<file path="src/rtl/bit_serial_alu.sv">
// bit_serial_alu: LSB-first bit-serial ALU (AND/OR/ADD/SUB/SLT), one bit per clock.
module bit_serial_alu #(
    parameter int WIDTH = 8
) (
    input  logic             clk,
    input  logic             rst_n,
    input  logic             start,
    input  logic [WIDTH-1:0] a,
    input  logic [WIDTH-1:0] b,
    input  logic [2:0]       alu_ctl,
    output logic             busy,
    output logic             done,
    output logic [WIDTH-1:0] result,
    output logic             carry_out,
    output logic             overflow,
    output logic             zero
);
    localparam int IW = (WIDTH > 1) ? $clog2(WIDTH) : 1;
    localparam logic [IW-1:0] LAST_IDX = IW'(WIDTH - 1);

    typedef enum logic [1:0] {IDLE, RUN, DONE} state_t;

    state_t           state;
    logic [WIDTH-1:0] a_q, b_q, acc;
    logic [2:0]       ctl;
    logic [IW-1:0]    idx;
    logic             c;

    logic             ai, bb, s, cn, ovf, arith, slt, bit_v, last;
    logic [WIDTH-1:0] full, final_res;

    always_comb begin
        ai        = a_q[idx];
        bb        = b_q[idx] ^ ctl[2];
        s         = ai ^ bb ^ c;
        cn        = (ai & bb) | (ai & c) | (bb & c);
        ovf       = c ^ cn;
        arith     = (ctl == 3'b010) || (ctl == 3'b110) || (ctl == 3'b111);
        slt       = ctl == 3'b111;
        bit_v     = (ctl == 3'b000) ? (ai & bb) : (ctl == 3'b001) ? (ai | bb) : arith ? s : 1'b0;
        full      = {bit_v, acc[WIDTH-1:1]};
        // SLT: sign of the true difference is the sum MSB corrected by overflow
        final_res = slt ? {{(WIDTH-1){1'b0}}, ovf ^ s} : full;
        last      = idx == LAST_IDX;
    end

    always_ff @(posedge clk or negedge rst_n) begin
        if (!rst_n) begin
            state     <= IDLE;
            busy      <= 1'b0;
            done      <= 1'b0;
            result    <= '0;
            carry_out <= 1'b0;
            overflow  <= 1'b0;
            zero      <= 1'b1;
            a_q       <= '0;
            b_q       <= '0;
            ctl       <= '0;
            acc       <= '0;
            idx       <= '0;
            c         <= 1'b0;
        end else begin
            done <= 1'b0;
            case (state)
                IDLE: if (start) begin
                    a_q   <= a;
                    b_q   <= b;
                    ctl   <= alu_ctl;
                    idx   <= '0;
                    c     <= alu_ctl[2];
                    busy  <= 1'b1;
                    state <= RUN;
                end
                RUN: begin
                    acc <= full;
                    c   <= cn;
                    idx <= idx + 1'b1;
                    if (last) begin
                        state     <= DONE;
                        busy      <= 1'b0;
                        done      <= 1'b1;
                        result    <= final_res;
                        zero      <= final_res == '0;
                        carry_out <= arith & cn;
                        overflow  <= arith & ovf;
                    end
                end
                default: state <= IDLE;
            endcase
        end
    end
endmodule

</file>
<file path="config.mk">
export PLATFORM = sky130hd
export DESIGN_NAME = bit_serial_alu
export DESIGN_NICKNAME = d
export VERILOG_FILES = /design/src/rtl/bit_serial_alu.sv
export SDC_FILE = /design/constraint.sdc
export NUM_CORES = 1
export LEC_CHECK = 0
export BUFFER_PORTS_ARGS = -buffer_cell sky130_fd_sc_hd__buf_2
export CORE_AREA = 2 2 80 82
export CTS_CLUSTER_DIAMETER = 40
export DETAILED_ROUTE_END_ITERATION = 16
export DIE_AREA = 0 0 82 84
export PLACE_DENSITY = 0.52
export REMOVE_ABC_BUFFERS = 1
export SLEW_MARGIN = 5
export SYNTH_ARGS = -nofsm -noshare
export SYNTH_HDL_FRONTEND = slang
export SYNTH_SLANG_ARGS = --single-unit
</file>
<file path="constraint.sdc">
create_clock -name clk -period 3.2 [get_ports clk]
set_input_delay 0 -clock clk [delete_from_list [all_inputs] [get_ports clk]]
set_output_delay 0 -clock clk [all_outputs]
set_load 0.1 [all_outputs]
</file>
==> insert_results.sql, run 1 <==
INSERT INTO impl_metrics (metric_group, metric, value, unit) VALUES
('clock_network', 'cts_tree', 'built', ''),
('global_routing', 'antenna_found_initial', '0', ''),
('layout', 'post_route_cells_drive_above_1_share', '30.8', '%'),
('die', 'die_h', '84', 'um'),
('worst_setup_path', 'crit_path_end', 'zero$_DFFE_PN1P_', ''),
('run', 'maxCapViolCount', '0', ''),
('worst_setup_path', 'cp_max_fo', '7', ''),
('timing', 'setup_viol', '0', ''),
('timing', 'worst_slew_margin_rel', '33.0', '%'),
('hold_path', 'worstHoldPathType', 'in -> reg', ''),
('routing', 'route.final.wire_length', '3960', 'um'),
('worst_setup_path', 'worst_r2r_endpoint', 'zero$_DFFE_PN1P_', ''),
('placed_design', 'place.port_buffers', '34', ''),
('logic_synthesis', 'dominantRegCellSynth', 'dfrtp_1', ''),
('timing', 'rsz0062_at_grt', 'false', ''),
('clock_network', 'clk-insertion-delay-late', '0.29', 'ns'),
('layout', 'layout.filler_cells', '609', ''),
('worst_setup_path', 'r2r_start', 'idx[0]$_DFFE_PN0P_', ''),
('routing', 'detailedRoute.firstPassIterationCount', '4', ''),
('die', 'rows', '29', ''),
('clock_network', 'clkSlewWorstSetupHoldPaths', '0.08', 'ns'),
('hold_path', 'hold-path-cell-count', '4', ''),
('routing', 'detail-route-antenna-nets', '0', ''),
('worst_setup_path', 'timing.reg2reg.setup_slack', '0.66', 'ns'),
('routing', 'drtIter0Drc', '57', ''),
('logic_synthesis', 'biggest_area_contributors_in_the_synthesized_netlist', 'dfrtp_1 54%, mux2_2 10%, mux4_1 5.2%', ''),
('timing', 'min_period_over_period', '79.3', '%'),
('logic_synthesis', 'asyncSetResetFlopFracSynth', '100', '%'),
('worst_setup_path', 'startpoint_type', 'register', ''),
('clock_network', 'cts_made_buffers', '5', ''),
('layout', 'syn_to_final_growth', '27.2', '%'),
('outcome', 'result_of_the_run', 'finished clean', ''),
('logic_synthesis', 'post_synth.cell_area_avg', '12.7', 'um2'),
('logic_synthesis', 'netlist.top_cell.by_area', 'dfrtp_1', ''),
('global_routing', 'grt_pass1_wl', '6650', 'um'),
('placed_design', 'place.gp.congestion', '0.697', ''),
('die', 'die-area', '0.00689', 'mm2'),
('clock_network', 'tritoncts_num_sinks', '45', ''),
('routing', 'via_per_inst', '4.75', ''),
('worst_setup_path', 'reg2regPathDepth', '7', ''),
('clock_network', 'cts_root_buffer', 'clkbuf_8', ''),
('worst_setup_path', 'worst_ep_required_time', '3.43', 'ns'),
('clock_network', 'clock_tree.buffer_depth', '2', ''),
('logic_synthesis', 'synthesis.yosys.warnings', '0', ''),
('logic_synthesis', 'yosys_register_bits', '45', ''),
('logic_synthesis', 'synthCells', '159', ''),
('placed_design', 'detailedPlacementHpwl', '2710', 'um'),
('global_routing', 'number_of_global_route_vias_before_repair', '1415', ''),
('die', 'die_x', '82', 'um'),
('routing', 'post_drt_wl_per_cell', '13.6', 'um'),
('logic_synthesis', 'synth.most_common_cell', 'dfrtp_1', ''),
('timing', 'min_period', '2.54', 'ns'),
('clock_network', 'cts.htree.levels', '2', ''),
('worst_setup_path', 'timing.critical_path.from', 'idx[0]$_DFFE_PN0P_', ''),
('routing', 'route.vias.total', '1381', ''),
('logic_synthesis', 'ys_top_cells_by_count', '44 x dfrtp_1, 24 x nand2_1, 18 x mux2_2', ''),
('global_routing', 'global_route.overflow_total', '0', ''),
('timing', 'setup_tns', '0', 'ns'),
('logic_synthesis', 'ys_seq_area_share', '55.7', '%'),
('timing', 'worstMarginPinSlew', '1.01', 'ns'),
('die', 'num_io_pins', '35', ''),
('logic_synthesis', 'number_of_enable_type_register_cells_in_the_synthesized_netlist', '0', ''),
('die', 'core_region_area', '0.00610', 'mm2'),
('timing', 'fmaxAchievable', '0.394', 'GHz'),
('timing', 'drv_slew', '0', ''),
('logic_synthesis', 'netlist-cell-type-count', '36', ''),
('routing', 'drc', '0', ''),
('logic_synthesis', 'synth.cell_area', '0.00202', 'mm2'),
('logic_synthesis', 'yosys.area.top_type_share', '54.4', '%'),
('worst_setup_path', 'endpoint_kind', 'register', ''),
('global_routing', 'grtUsageTotal', '12.5', '%'),
('global_routing', 'maximum_number_of_pins_on_one_net_before_global_route_repair', '46', ''),
('layout', 'nNetsFinal', '242', ''),
('timing', 'final.setup_skew', '0.00692', 'ns'),
('worst_setup_path', 'critPathKind', 'reg -> reg', ''),
('timing', 'hold_viol_final', '0', ''),
('die', 'initial_core_util', '33.2', '%'),
('worst_setup_path', 'arrival', '2.77', 'ns'),
('layout', 'antenna-diode-count', '0', '');
flip-flops by register name, summed over array words and instances, names as in the netlist:
register   count
busy           1
a_q            8
idx            3
carry_out      1
zero           1
overflow       1
c              1
b_q            8
result         8
acc            7
state          2
ctl            3
done           1
final cells by class:
| cell class | instances | area (um2) | share of cell area, % |
|---|---|---|---|
| inverters | 6 | 22.5 | 0.875 |
| flip-flops and latches | 45 | 1130 | 43.8 |
| clock inverters | 2 | 35.0 | 1.36 |
| clock buffers | 5 | 68.8 | 2.67 |
| well taps | 77 | 96.3 | 3.74 |
| multi-input cells | 100 | 838 | 32.6 |
| repair buffers | 56 | 385 | 15.0 |
worst max-delay path: stages, from the launching register on:
cell and delay (ns):
dfrtp_1 0.50, mux4_1 0.58, mux2i_1 0.30, inv_1 0.13, fa_1 0.43, and4b_1 0.26
a31o_2 0.10, a41o_1 0.17
how the worst min path moves through the flow:
stage                     startpoint                 end
final                          start  idx[0]$_DFFE_PN0P_
after global routing           start  idx[0]$_DFFE_PN0P_
after CTS                      start  idx[0]$_DFFE_PN0P_
after detailed placement  alu_ctl[0]  ctl[0]$_DFFE_PN0P_
after global placement    alu_ctl[0]  ctl[0]$_DFFE_PN0P_
after floorplan                rst_n  a_q[0]$_DFFE_PN0P_
cell families (layout without fill, tap and decap cells):
logic type	count (synthesis)	after routing	share of synthesized area, %
xor gates and xnor gates	3	3	1.30
muxes	25	25	16.9
AOI/OAI and AO/OA	25	25	8.97
and+or+nand+nor	41	41	9.59
buffers and inverters	14	69	3.09
DFF	45	45	55.7
adders and majority gates	6	6	4.45
metrics by stage:
stage                     util, %  hold WS (ns)  instance area [um2]  setup WS, ns  cells
after detailed placement     37.2         0.218                 2270         0.685    264
after global routing         42.2         0.145                 2570         0.492    291
after floorplan                 -        -0.296                 1980         0.644    151
after CTS                    42.2         0.137                 2570         0.640    291
final                        42.2         0.136                 2570         0.663    291
after global placement       37.2         0.211                 2270         0.743    264
repair_timing:
item | in CTS | in global routing
buffers inserted | 0 | 0
endpoints found under the hold margin | 63 | 0
resized for setup | 0 | 0
hold buffers | 20 | 0
per-layer routing:
metal	vias up	share of wire, %	global-route usage, %
met5	-	0	0
met4	0	0.78	3.18
met3	5	5.0	3.35
met2	37	47	19.7
met1	671	47	17.0
li1	668	-	-
cell usage in the layout (no fill, tap or decap), types with 3 or more instances in the layout:
master and count:
a22o_1 8, clkbuf_8 5, inv_1 6, nor2_1 3, dlygate4sd3_1 20, buf_2 34, nor2b_1 3, mux4_1 4
ha_1 4, o21ai_0 5, mux2_2 18, dfrtp_1 44, nand2_1 24
Power of run 1 is not shown: default switching activity piles up to over one toggle a cycle in this logic, so the estimate is an artifact.
==> run 2: changes to the inputs <==
PLACE_DENSITY = 0.53   (was 0.52)
clock period = 2.2 ns   (was 3.2 ns; I/O delays follow)
==> run 2 against run 1 <==
Compared with the run above:
- the run now ends with negative setup slack left
- worst hold slack worse by 0.019 ns
- non-clock buffer count up 13
- register-to-register slack worse by 0.80 ns
- fmax is 8.8% higher
- critical path type unchanged
- critical path depth unchanged
- sequential share of layout area down 2.7 points
- final cell count is 4.8% higher
- first-iteration DRC count is 30% lower
- die area stayed put
- flip-flop and latch count unchanged
- global-route usage up 0.69 points
- design area grew 6.6%
==> insert_results.sql, run 2 (synthesis gave the netlist of run 1 again) <==
INSERT INTO impl_metrics (metric_group, metric, value, unit) VALUES
('routing', 'detailedRoute.firstPassIterationCount', '4', ''),
('worst_setup_path', 'slowest_stage', 'mux4_2', ''),
('layout', 'registers_with_the_most_flip_flops', 'a_q (8), b_q (8), result (8)', ''),
('global_routing', 'maximum_number_of_pins_on_one_net_before_global_route_repair', '20', ''),
('routing', 'drc', '0', ''),
('layout', 'multiInputGateArea', '910', 'um2'),
('outcome', 'failed_checks', 'negative setup slack', ''),
('global_routing', 'grt_pass1_wl', '7070', 'um'),
('global_routing', 'number_of_global_route_vias_before_repair', '1484', ''),
('routing', 'detail-route-antenna-nets', '0', ''),
('outcome', 'result_of_the_run', 'finished with violations', ''),
('die', 'die_x', '82', 'um'),
('layout', 'layout.cells.most_common', 'dfrtp_1', ''),
('timing', 'min_period_over_period', '106', '%'),
('clock_network', 'cts_tree', 'built', ''),
('placed_design', 'placed_insts', '271', ''),
('die', 'core_region_area', '0.00610', 'mm2'),
('die', 'die_h', '84', 'um'),
('timing', 'drv_slew', '0', ''),
('routing', 'route.vias.total', '1423', ''),
('clock_network', 'clk-insertion-delay-late', '0.30', 'ns'),
('timing', 'worst_slew_margin_rel', '51.6', '%'),
('clock_network', 'cts_root_buffer', 'clkbuf_8', ''),
('timing', 'final.setup_skew', '0.0117', 'ns'),
('placed_design', 'detailedPlacementHpwl', '2890', 'um'),
('worst_setup_path', 'crit_path_max_incr_delay', '0.54', 'ns'),
('routing', 'via_per_inst', '4.67', ''),
('layout', 'antenna-diode-count', '0', ''),
('worst_setup_path', 'critPathKind', 'reg -> reg', ''),
('worst_setup_path', 'cp_max_fo', '5', ''),
('die', 'num_io_pins', '35', ''),
('timing', 'worstMarginPinSlew', '0.724', 'ns'),
('die', 'rows', '29', ''),
('routing', 'drtIter0Drc', '40', ''),
('layout', 'post_route_cells_drive_above_1_share', '40.8', '%'),
('layout', 'commonest_cells_after_routing_fill_and_taps_aside', '43 x dfrtp_1, 34 x buf_2, 24 x nand2_1, 20 x dlygate4sd3_1, 18 x mux2_2', ''),
('timing', 'hold_viol_final', '0', ''),
('worst_setup_path', 'worst_ep_required_time', '2.42', 'ns'),
('global_routing', 'grtUsageTotal', '13.2', '%'),
('clock_network', 'tritoncts_num_sinks', '45', ''),
('layout', 'post-route-util', '45.0', '%'),
('hold_path', 'worstHoldPathType', 'in -> async', ''),
('timing', 'fmaxAchievable', '0.429', 'GHz'),
('clock_network', 'clkSlewWorstSetupHoldPaths', '0.09', 'ns'),
('layout', 'syn_to_final_growth', '35.6', '%'),
('placed_design', 'place_worst_setup_slack', '-0.207', 'ns'),
('worst_setup_path', 'cp.buffers_inverters', '1', ''),
('timing', 'setup_viol', '4', ''),
('layout', 'nNetsFinal', '255', ''),
('layout', 'post-route-cell-area', '0.00274', 'mm2'),
('timing', 'min_period', '2.33', 'ns'),
('global_routing', 'antenna_found_initial', '0', ''),
('clock_network', 'cts.htree.levels', '2', ''),
('worst_setup_path', 'startpoint_type', 'register', ''),
('clock_network', 'clock_tree.buffer_depth', '2', ''),
('clock_network', 'cts_made_buffers', '5', ''),
('worst_setup_path', 'endpoint_kind', 'register', ''),
('layout', 'instances_no_fill', '305', ''),
('run', 'maxCapViolCount', '0', ''),
('layout', 'layout.filler_cells', '583', ''),
('worst_setup_path', 'critical_path.cell_chain', 'mux4_2, mux2i_4, xor2_2, fa_2, inv_2, nand3_2, a41o_1', ''),
('timing', 'rsz0062_at_grt', 'true', ''),
('worst_setup_path', 'arrival', '2.55', 'ns'),
('layout', 'area_of_all_sequential_standard_cells', '0.00113', 'mm2'),
('timing', 'final.setup.worst_slack', '-0.132', 'ns'),
('placed_design', 'dpl_cell_area', '0.00233', 'mm2'),
('worst_setup_path', 'dominant_delay_contributor_by_cell_family_on_the_critical_path', 'multiplexers', ''),
('routing', 'post_drt_wl_per_cell', '13.5', 'um'),
('placed_design', 'place.port_buffers', '34', ''),
('placed_design', 'place.gp.congestion', '0.704', ''),
('routing', 'route.final.wire_length', '4130', 'um'),
('die', 'die-area', '0.00689', 'mm2'),
('global_routing', 'global_route.overflow_total', '0', ''),
('die', 'initial_core_util', '33.2', '%');
[run 2: routing by layer]
layer	vias to the layer above	GRT usage, %	wire [um]
met5	-	0	0
met4	0	3.18	30
met3	5	2.92	167
met2	29	22.5	2090
met1	693	16.8	1840
li1	696	-	-
[run 2: final timing paths]
check,start,to,slack (ns),cells after the start
min in group clk,start,idx[0]$_DFFE_PN0P_,0.14,4
hold / removal,rst_n,result[6]$_DFFE_PN0P_,0.12,2
setup reg to reg,idx[0]$_DFFE_PN0P_,zero$_DFFE_PN1P_,-0.13,7
hold reg to reg,busy$_DFFE_PN0P_,busy$_DFFE_PN0P_,0.49,1
max in group asynchronous,rst_n,idx[0]$_DFFE_PN0P_,1.51,3
setup / recovery,idx[0]$_DFFE_PN0P_,zero$_DFFE_PN1P_,-0.13,7
[run 2: area by class of cell]
cell class	count	area share (%)
inverters	6	0.821
repair buffers	69	18.3
flip-flops and latches	45	41.1
clock inverters	1	0.274
clock buffers	7	2.78
well taps	77	3.51
multi-input cells	100	33.2
[run 2: timing repair]
item / 4_1_cts / 5_1_grt
setup buffers: 5 / 2
hold buffers: 20 / 0
gates resized for setup: 15 / 8
endpoints found under the hold margin: 63 / 0
pin swaps: 5 / 6
endpoints found under the setup margin: 7 / 7
[run 2: per-stage QoR]
| step | TNS [ns] | hold WS [ns] |
|---|---|---|
| 2_1_floorplan | -6.99 | -0.296 |
| 3_3_place_gp | -0.524 | -0.0880 |
| 3_5_place_dp | -0.750 | -0.0857 |
| 4_1_cts | -0.362 | 0.129 |
| 5_1_grt | -0.742 | 0.160 |
| 6_report | -0.297 | 0.117 |
Power of run 2 is left out for the same reason.
